[config.mk]
export PLATFORM = sky130hd
export DESIGN_NAME = l1_merge_write_buffer
export DESIGN_NICKNAME = d
export VERILOG_FILES = /design/src/rtl/l1wb_pkg.sv /design/src/rtl/l1wb_fwd_sel.sv /design/src/rtl/l1_merge_write_buffer.sv
export SDC_FILE = /design/constraint.sdc
export NUM_CORES = 2
export LEC_CHECK = 0
export CORE_MARGIN = 5
export CORE_UTILIZATION = 45
export CTS_CLUSTER_DIAMETER = 80
export DETAILED_ROUTE_END_ITERATION = 6
export PLACE_DENSITY = 0.64
export SYNTH_ARGS = -nofsm -noshare
export SYNTH_HDL_FRONTEND = slang
export SYNTH_SLANG_ARGS = --single-unit
[constraint.sdc]
create_clock -name clk_l1 -period 8.1 [get_ports clk_l1]
set_input_delay 1.215 -clock clk_l1 [delete_from_list [all_inputs] [get_ports clk_l1]]
set_output_delay 1.215 -clock clk_l1 [all_outputs]
set_load 0.01 [all_outputs]
[src/rtl/l1wb_pkg.sv]
// Shared types and width helpers for the L1 merging write buffer.
package l1wb_pkg;

    typedef enum logic {IDLE, PRESENT} drain_state_t;

    // $clog2 that never returns 0, so single-entry parameters still yield a legal vector.
    function automatic int clog2_min1(input int n);
        return (n > 1) ? $clog2(n) : 1;
    endfunction

endpackage

[src/rtl/l1wb_fwd_sel.sv]
// Per-byte youngest-match select across buffer entries; also reports the youngest
// matching entry, which the top reuses as the merge-hit search.
module l1wb_fwd_sel
    import l1wb_pkg::*;
#(
    parameter int DATA_W = 32,
    parameter int WORDS  = 4,
    parameter int DEPTH  = 8,
    parameter int TAG_W  = 28,
    parameter int PTR_W  = clog2_min1(DEPTH),
    parameter int WSEL_W = clog2_min1(WORDS)
) (
    input  logic [PTR_W-1:0]                         rd_ptr_i,
    input  logic [TAG_W-1:0]                         tag_i,
    input  logic [WSEL_W-1:0]                        word_i,
    input  logic [DEPTH-1:0]                         vld_i,
    input  logic [DEPTH-1:0][TAG_W-1:0]              tags_i,
    input  logic [DEPTH-1:0][WORDS*DATA_W-1:0]       data_i,
    input  logic [DEPTH-1:0][WORDS*(DATA_W/8)-1:0]   be_i,
    output logic [DATA_W-1:0]                        data_o,
    output logic [DATA_W/8-1:0]                      be_o,
    output logic                                     hit_o,
    output logic [PTR_W-1:0]                         idx_o
);
    localparam int BE_W = DATA_W / 8;

    logic [PTR_W-1:0] idx;

    // Walk oldest to youngest so later matches overwrite earlier ones byte by byte.
    always_comb begin
        data_o = '0;
        be_o   = '0;
        hit_o  = 1'b0;
        idx_o  = rd_ptr_i;
        idx    = '0;
        for (int k = 0; k < DEPTH; k++) begin
            idx = rd_ptr_i + PTR_W'(k);
            if (vld_i[idx] && tags_i[idx] == tag_i) begin
                hit_o = 1'b1;
                idx_o = idx;
                for (int b = 0; b < BE_W; b++) begin
                    if (be_i[idx][int'(word_i)*BE_W + b]) begin
                        be_o[b]          = 1'b1;
                        data_o[b*8 +: 8] = data_i[idx][int'(word_i)*DATA_W + b*8 +: 8];
                    end
                end
            end
        end
    end

endmodule

[src/rtl/l1_merge_write_buffer.sv]
// L1 store write buffer: byte-masked coalescing, load forwarding, drain to L2.
// Store coalescing is enabled by defining L1WB_MERGE_EN; otherwise every store allocates.
module l1_merge_write_buffer
    import l1wb_pkg::*;
#(
    parameter  int DATA_W    = 32,
    parameter  int ADDR_W    = 32,
    parameter  int DEPTH     = 8,
    parameter  int WORDS     = 4,
    parameter  int DRAIN_THR = DEPTH / 2,
    parameter  int AGE_MAX   = 64,
    localparam int BE_W      = DATA_W / 8,
    localparam int OFF_W     = $clog2(WORDS * BE_W),
    localparam int TAG_W     = ADDR_W - OFF_W,
    localparam int CNT_W     = $clog2(DEPTH) + 1
) (
    input  logic                    clk_l1,
    input  logic                    rst_n,
    input  logic                    st_valid_i,
    output logic                    st_ready_o,
    input  logic [ADDR_W-1:0]       st_addr_i,
    input  logic [DATA_W-1:0]       st_data_i,
    input  logic [BE_W-1:0]         st_be_i,
    input  logic [ADDR_W-1:0]       ld_addr_i,
    output logic [DATA_W-1:0]       ld_fwd_data_o,
    output logic [BE_W-1:0]         ld_fwd_be_o,
    output logic                    ld_fwd_full_o,
    output logic                    dr_valid_o,
    input  logic                    dr_ready_i,
    output logic [TAG_W-1:0]        dr_tag_o,
    output logic [WORDS*DATA_W-1:0] dr_data_o,
    output logic [WORDS*BE_W-1:0]   dr_be_o,
    input  logic                    flush_i,
    output logic                    flush_done_o,
    output logic                    full_o,
    output logic                    empty_o,
    output logic [CNT_W-1:0]        count_o
);
    localparam int PTR_W  = clog2_min1(DEPTH);
    localparam int WSEL_W = clog2_min1(WORDS);
    localparam int BSEL_W = $clog2(BE_W);
    localparam int AGE_W  = clog2_min1(AGE_MAX + 1);

    logic [DEPTH-1:0]                   vld_q;
    logic [DEPTH-1:0][TAG_W-1:0]        tag_q;
    logic [DEPTH-1:0][WORDS*DATA_W-1:0] data_q;
    logic [DEPTH-1:0][WORDS*BE_W-1:0]   be_q;
    logic [PTR_W-1:0]  w_ptr_q, r_ptr_q;
    logic [CNT_W-1:0]  count_q;
    logic [AGE_W-1:0]  age_q;
    logic              flush_pend_q;
    drain_state_t      state_q, state_d;
    logic [DATA_W-1:0] ld_fwd_data_q, fwd_data;
    logic [BE_W-1:0]   ld_fwd_be_q, fwd_be;
    logic              fwd_hit_unused;
    logic [PTR_W-1:0]  fwd_idx_unused;

    logic [TAG_W-1:0]  st_tag, ld_tag;
    logic [WSEL_W-1:0] st_word, ld_word;
    logic              merge_hit, st_acc, alloc, pop, drain_go;
    logic [PTR_W-1:0]  merge_idx, tgt;

    assign st_tag  = st_addr_i[ADDR_W-1:OFF_W];
    assign ld_tag  = ld_addr_i[ADDR_W-1:OFF_W];
    assign st_word = WSEL_W'(st_addr_i[OFF_W-1:0] >> BSEL_W);
    assign ld_word = WSEL_W'(ld_addr_i[OFF_W-1:0] >> BSEL_W);

`ifdef L1WB_MERGE_EN
    logic [DEPTH-1:0]  lock_mask;
    logic [DATA_W-1:0] m_data_unused;
    logic [BE_W-1:0]   m_be_unused;

    // The presented head is frozen; a store to its tag must open a fresh entry.
    assign lock_mask = (state_q == PRESENT) ? (DEPTH'(1) << r_ptr_q) : '0;

    l1wb_fwd_sel #(.DATA_W(DATA_W), .WORDS(WORDS), .DEPTH(DEPTH), .TAG_W(TAG_W)) u_merge (
        .rd_ptr_i (r_ptr_q),
        .tag_i    (st_tag),
        .word_i   (st_word),
        .vld_i    (vld_q & ~lock_mask),
        .tags_i   (tag_q),
        .data_i   (data_q),
        .be_i     (be_q),
        .data_o   (m_data_unused),
        .be_o     (m_be_unused),
        .hit_o    (merge_hit),
        .idx_o    (merge_idx)
    );
`else
    assign merge_hit = 1'b0;
    assign merge_idx = w_ptr_q;
`endif

    l1wb_fwd_sel #(.DATA_W(DATA_W), .WORDS(WORDS), .DEPTH(DEPTH), .TAG_W(TAG_W)) u_fwd (
        .rd_ptr_i (r_ptr_q),
        .tag_i    (ld_tag),
        .word_i   (ld_word),
        .vld_i    (vld_q),
        .tags_i   (tag_q),
        .data_i   (data_q),
        .be_i     (be_q),
        .data_o   (fwd_data),
        .be_o     (fwd_be),
        .hit_o    (fwd_hit_unused),
        .idx_o    (fwd_idx_unused)
    );

    assign full_o       = (count_q == CNT_W'(DEPTH));
    assign empty_o      = (count_q == '0);
    assign count_o      = count_q;
    assign st_ready_o   = !flush_pend_q && (!full_o || merge_hit);
    assign st_acc       = st_valid_i && st_ready_o;
    assign alloc        = st_acc && !merge_hit;
    assign pop          = (state_q == PRESENT) && dr_ready_i;
    assign tgt          = merge_hit ? merge_idx : w_ptr_q;
    assign flush_done_o = flush_pend_q && empty_o;
    assign drain_go     = !empty_o && (count_q >= CNT_W'(DRAIN_THR) || flush_pend_q ||
                          (AGE_MAX != 0 && age_q == AGE_W'(AGE_MAX)));

    assign ld_fwd_data_o = ld_fwd_data_q;
    assign ld_fwd_be_o   = ld_fwd_be_q;

    always_ff @(posedge clk_l1 or negedge rst_n) begin
        if (!rst_n) begin
            vld_q         <= '0;
            be_q          <= '0;
            w_ptr_q       <= '0;
            r_ptr_q       <= '0;
            count_q       <= '0;
            age_q         <= '0;
            flush_pend_q  <= 1'b0;
            ld_fwd_data_q <= '0;
            ld_fwd_be_q   <= '0;
            ld_fwd_full_o <= 1'b0;
        end else begin
            if (pop) vld_q[r_ptr_q] <= 1'b0;
            if (alloc) begin
                vld_q[w_ptr_q] <= 1'b1;
                be_q[w_ptr_q]  <= '0;
            end
            if (st_acc)
                be_q[tgt][int'(st_word)*BE_W +: BE_W] <= alloc ? st_be_i
                    : (be_q[tgt][int'(st_word)*BE_W +: BE_W] | st_be_i);
            w_ptr_q <= w_ptr_q + PTR_W'(alloc);
            r_ptr_q <= r_ptr_q + PTR_W'(pop);
            case ({alloc, pop})
                2'b10:   count_q <= count_q + 1'b1;
                2'b01:   count_q <= count_q - 1'b1;
                default: count_q <= count_q;
            endcase
            if (pop)
                age_q <= '0;
            else if (state_q == IDLE && !empty_o && age_q != AGE_W'(AGE_MAX))
                age_q <= age_q + 1'b1;
            if (flush_i)
                flush_pend_q <= 1'b1;
            else if (flush_pend_q && empty_o)
                flush_pend_q <= 1'b0;
            ld_fwd_data_q <= fwd_data;
            ld_fwd_be_q   <= fwd_be;
            ld_fwd_full_o <= &fwd_be;
        end
    end

    // Payload array is deliberately left unreset; valid bits and masks gate all reads.
    always_ff @(posedge clk_l1) begin
        if (st_acc) begin
            if (alloc) tag_q[w_ptr_q] <= st_tag;
            for (int b = 0; b < BE_W; b++)
                if (st_be_i[b])
                    data_q[tgt][int'(st_word)*DATA_W + b*8 +: 8] <= st_data_i[b*8 +: 8];
        end
    end

    always_ff @(posedge clk_l1 or negedge rst_n) begin
        if (!rst_n) state_q <= IDLE;
        else        state_q <= state_d;
    end

    always_comb begin
        state_d = state_q;
        case (state_q)
            IDLE:    if (drain_go)   state_d = PRESENT;
            PRESENT: if (dr_ready_i) state_d = IDLE;
            default: state_d = IDLE;
        endcase
    end

    always_comb begin
        dr_valid_o = 1'b0;
        dr_tag_o   = '0;
        dr_data_o  = '0;
        dr_be_o    = '0;
        if (state_q == PRESENT) begin
            dr_valid_o = 1'b1;
            dr_tag_o   = tag_q[r_ptr_q];
            dr_data_o  = data_q[r_ptr_q];
            dr_be_o    = be_q[r_ptr_q];
        end
    end

endmodule

==> impl_metrics.env <==
export IMPL_status="complete, but fails checks"
export IMPL_failed_checks="design-rule violations"
export IMPL_layout_drive_gt1_share=0.3375
export IMPL_end_kind="register"
export IMPL_finalWirelength_um=399600
export IMPL_core_area_sq_um=245700
export IMPL_synth_ff_type="edfxtp_1"
export IMPL_worstSetupEndpoint="ld_fwd_data_o[7]$_DFF_PN0_"
export IMPL_fin_crit_ps=7083
export IMPL_grt_usage=0.3043
export IMPL_finClkSkew_ps=30.06
export IMPL_synth_edff_count=1248
export IMPL_ioPinCount=323
export IMPL_ant_nets=0
export IMPL_ctsResizeCount=0
export IMPL_async_flop_share=0.1333
export IMPL_multi_input_area_sq_um=64660
export IMPL_fin_ws_ps=1017
export IMPL_drc_errors=17
export IMPL_hp_class="in -> async"
export IMPL_r2r_cells=13
export IMPL_path_max_fanout=36
export IMPL_clk_latency_ps=850
export IMPL_first_global_vias=77855
export IMPL_critPathLaunch="r_ptr_q[0]$_DFF_PN0_"
export IMPL_syn_nets=7667
export IMPL_syn_avg_cell_area_sq_um=14.71
export IMPL_arrival_ps=7800
export IMPL_dp_hpwl_um=280500
export IMPL_grt_pass1_wl_um=567000
export IMPL_clkTransAtPathRegs_ps=60
export IMPL_rows=182
export IMPL_synthCells=7540
export IMPL_fin_crit_sh=0.8745
export IMPL_required_ps=8820
export IMPL_r2r_end="ld_fwd_data_o[7]$_DFF_PN0_"
export IMPL_routedWlPerCell_um=36.63
export IMPL_drt_vias_per_instance=7.434
export IMPL_dp_slack_ps=1340
export IMPL_die_area_sq_um=256500
export IMPL_max_freq_ghz=0.1412
export IMPL_p_leak_nw=40.19
export IMPL_postCtsSetupBuffers=0
export IMPL_clock_path_buffers=3
export IMPL_finalSetupViolCount=0
export IMPL_port_buffers=318
export IMPL_drv_slew=0
export IMPL_timing_worst_setup_path_type="reg -> reg"
export IMPL_r2r_start="r_ptr_q[0]$_DFF_PN0_"
export IMPL_placed_cell_area_sq_um=116500
export IMPL_vias=81106
export IMPL_ys_seq_area_frac=0.3811
export IMPL_setup_tns_ps=0
export IMPL_gp_congestion=0.9938
export IMPL_placed_cells=10584
export IMPL_synthToLayoutAreaGrowth_pct=10.12
export IMPL_ys_warn_count=0
export IMPL_critPathLaunchType="register"
export IMPL_cts_tree="yes"
export IMPL_htreeDepth=4
export IMPL_final_cell_area_sq_um=122200
export IMPL_slew_headroom=0.02201
export IMPL_rrSetupSlack_ps=1020
export IMPL_antenna_found_initial=28
export IMPL_ff_latch_area_sq_um=42290
export IMPL_holdWs_ps=398.5
export IMPL_max_cap_violations=0
export IMPL_synth_area_sq_um=110900
export IMPL_cts_made_buffers=166
export IMPL_die_w_um=506.5
export IMPL_grt_setup_unrepaired="false"
export IMPL_drt_pass1_iter_count=7
export IMPL_power_density_nw_per_um2=400.1
export IMPL_fill_cells=20370
export IMPL_clock_sinks=1440
export IMPL_cts_hold_buf=0
export IMPL_cts_root_buffer="clkbuf_16"
export IMPL_start_util=0.4515
export IMPL_hold_violations=0
export IMPL_ys_seq_elements=1440
export IMPL_grt_overflow_total=0
export IMPL_worst_pin_slew_ps=1467
export IMPL_ir_drop_v=0.0007266
export IMPL_drt_initial_drc_count=12374
export IMPL_fp_dieH_um=506.5
export IMPL_grt_max_degree=171
export IMPL_final_net_count=7659
export IMPL_final_cells=10910
export IMPL_synth_cell_types=96
==> synth_stat cells, drive strengths merged (16+ instances only) <==
cell	count	area, sq um
nor2b	16	100.1
nand2b	23	143.9
nand3	112	560.5
a31oi	22	137.6
dfrtp	192	4805
o211ai	16	120.1
inv	48	180.2
nor4	37	277.8
nand2	682	2562
nand4	46	287.8
buf	516	3198
edfxtp	1248	37480
a21oi	84	420.4
a22oi	75	563.0
mux2i	526	5265
nor2	681	2556
o221ai	31	271.5
a211oi	21	162.6
xnor2	150	1314
o22a	16	140.1
clkbuf	219	823.3
and3	69	431.7
a221oi	24	216.5
a32oi	19	166.4
mux2	64	720.7
xor2	29	254.0
nor3b	20	150.1
ha	21	262.8
and2	90	563.0
or2	23	143.9
o21ai	185	925.9
o22ai	60	375.4
or3	17	106.4
nor3	34	180.2
mux4	1922	43310
==> placed cells by master, fill, tap and decap left out, types with 88 or more instances in the layout <==
cell type / synthesis / layout
nor2_1: 681 / 662
edfxtp_1: 1248 / 1248
clkbuf_16: 0 / 166
buf_4: 127 / 216
nand2_1: 681 / 673
mux2i_1: 526 / 526
mux4_2: 1917 / 1917
dfrtp_1: 192 / 189
xnor2_1: 150 / 148
nand3_1: 112 / 112
clkdlybuf4s50_1: 0 / 313
o21ai_0: 184 / 184
and2_1: 88 / 88
==> metal layers <==
metal	track usage	wire length, um
met1	0.4070	144000
met2	0.4621	180900
met3	0.08499	51220
met4	0.1477	23410
met5	0	128
==> worst min path at each step <==
stage | startpoint | to | slack, ps | cells past startpoint
6_report | rst_n | ld_fwd_data_o[18]$_DFF_PN0_ | 400 | 1
5_1_grt | rst_n | ld_fwd_data_o[16]$_DFF_PN0_ | 380 | 1
4_1_cts | rst_n | ld_fwd_data_o[16]$_DFF_PN0_ | 350 | 1
3_5_place_dp | vld_q[1]$_DFF_PN0_ | vld_q[1]$_DFF_PN0_ | 530 | 2
3_3_place_gp | vld_q[4]$_DFF_PN0_ | vld_q[4]$_DFF_PN0_ | 510 | 2
2_1_floorplan | vld_q[0]$_DFF_PN0_ | vld_q[0]$_DFF_PN0_ | 490 | 2
==> where the power goes <==
part | internal (mW) | switching, mW | leakage [nW]
combinational | 15.3 | 17.4 | 23.3
sequential | 8.16 | 0.260 | 14.2
clock | 4.53 | 3.24 | 2.72
total | 28.0 | 20.9 | 40.2
==> cells by family (layout without fill, tap and decap cells) <==
kind of cell / after synthesis / after routing / share of synthesized area
other cells: 0 / 18 / 0
fa+ha+maj: 22 / 22 / 0.002549
compound gates: 695 / 695 / 0.04305
flops: 1440 / 1440 / 0.3811
simple gates: 1902 / 1902 / 0.07666
buf+inv: 790 / 922 / 0.03811
xor+xnor: 179 / 179 / 0.01413
mux: 2512 / 2512 / 0.4443
==> through the flow <==
step / power, mW / utilization
final: 48.87 / 0.4972
after global placement: 40.44 / 0.4742
after global routing: 50.68 / 0.4971
after detailed placement: 40.72 / 0.4742
after CTS: 48.54 / 0.4970
after floorplan: 32.44 / -
==> cell type report <==
| class | instances | share of cell area |
|---|---|---|
| Timing Repair Buffer | 559 | 0.04346 |
| Antenna cell | 18 | 0.0003687 |
| Sequential cell | 1440 | 0.3462 |
| Inverter | 55 | 0.001895 |
| Clock buffer | 217 | 0.03664 |
| Clock inverter | 91 | 0.009126 |
| Multi-Input combinational cell | 5310 | 0.5293 |
| Tap cell | 3220 | 0.03298 |
==> critical path: stages (launching register included) <==
cell	delay (ps)
dfrtp_4	830
inv_4	410
ha_4	750
buf_4	300
mux4_2	530
xnor2_1	590
nand3_1	140
a32o_1	260
a211oi_1	590
nand4_1	990
nand2_1	780
o221ai_1	230
nor4bb_1	210
o31a_1	240
==> registers in the layout, indices dropped and copies added, names as in the netlist, 3 cells and up <==
| register | flops |
|---|---|
| ld_fwd_data_o | 32 |
| tag_q | 224 |
| count_o | 4 |
| be_q | 128 |
| ld_fwd_be_o | 4 |
| r_ptr_q | 3 |
| merge_idx | 3 |
| age_q | 7 |
| data_q | 1024 |
| vld_q | 8 |
Power figures use the tool's default switching activity.
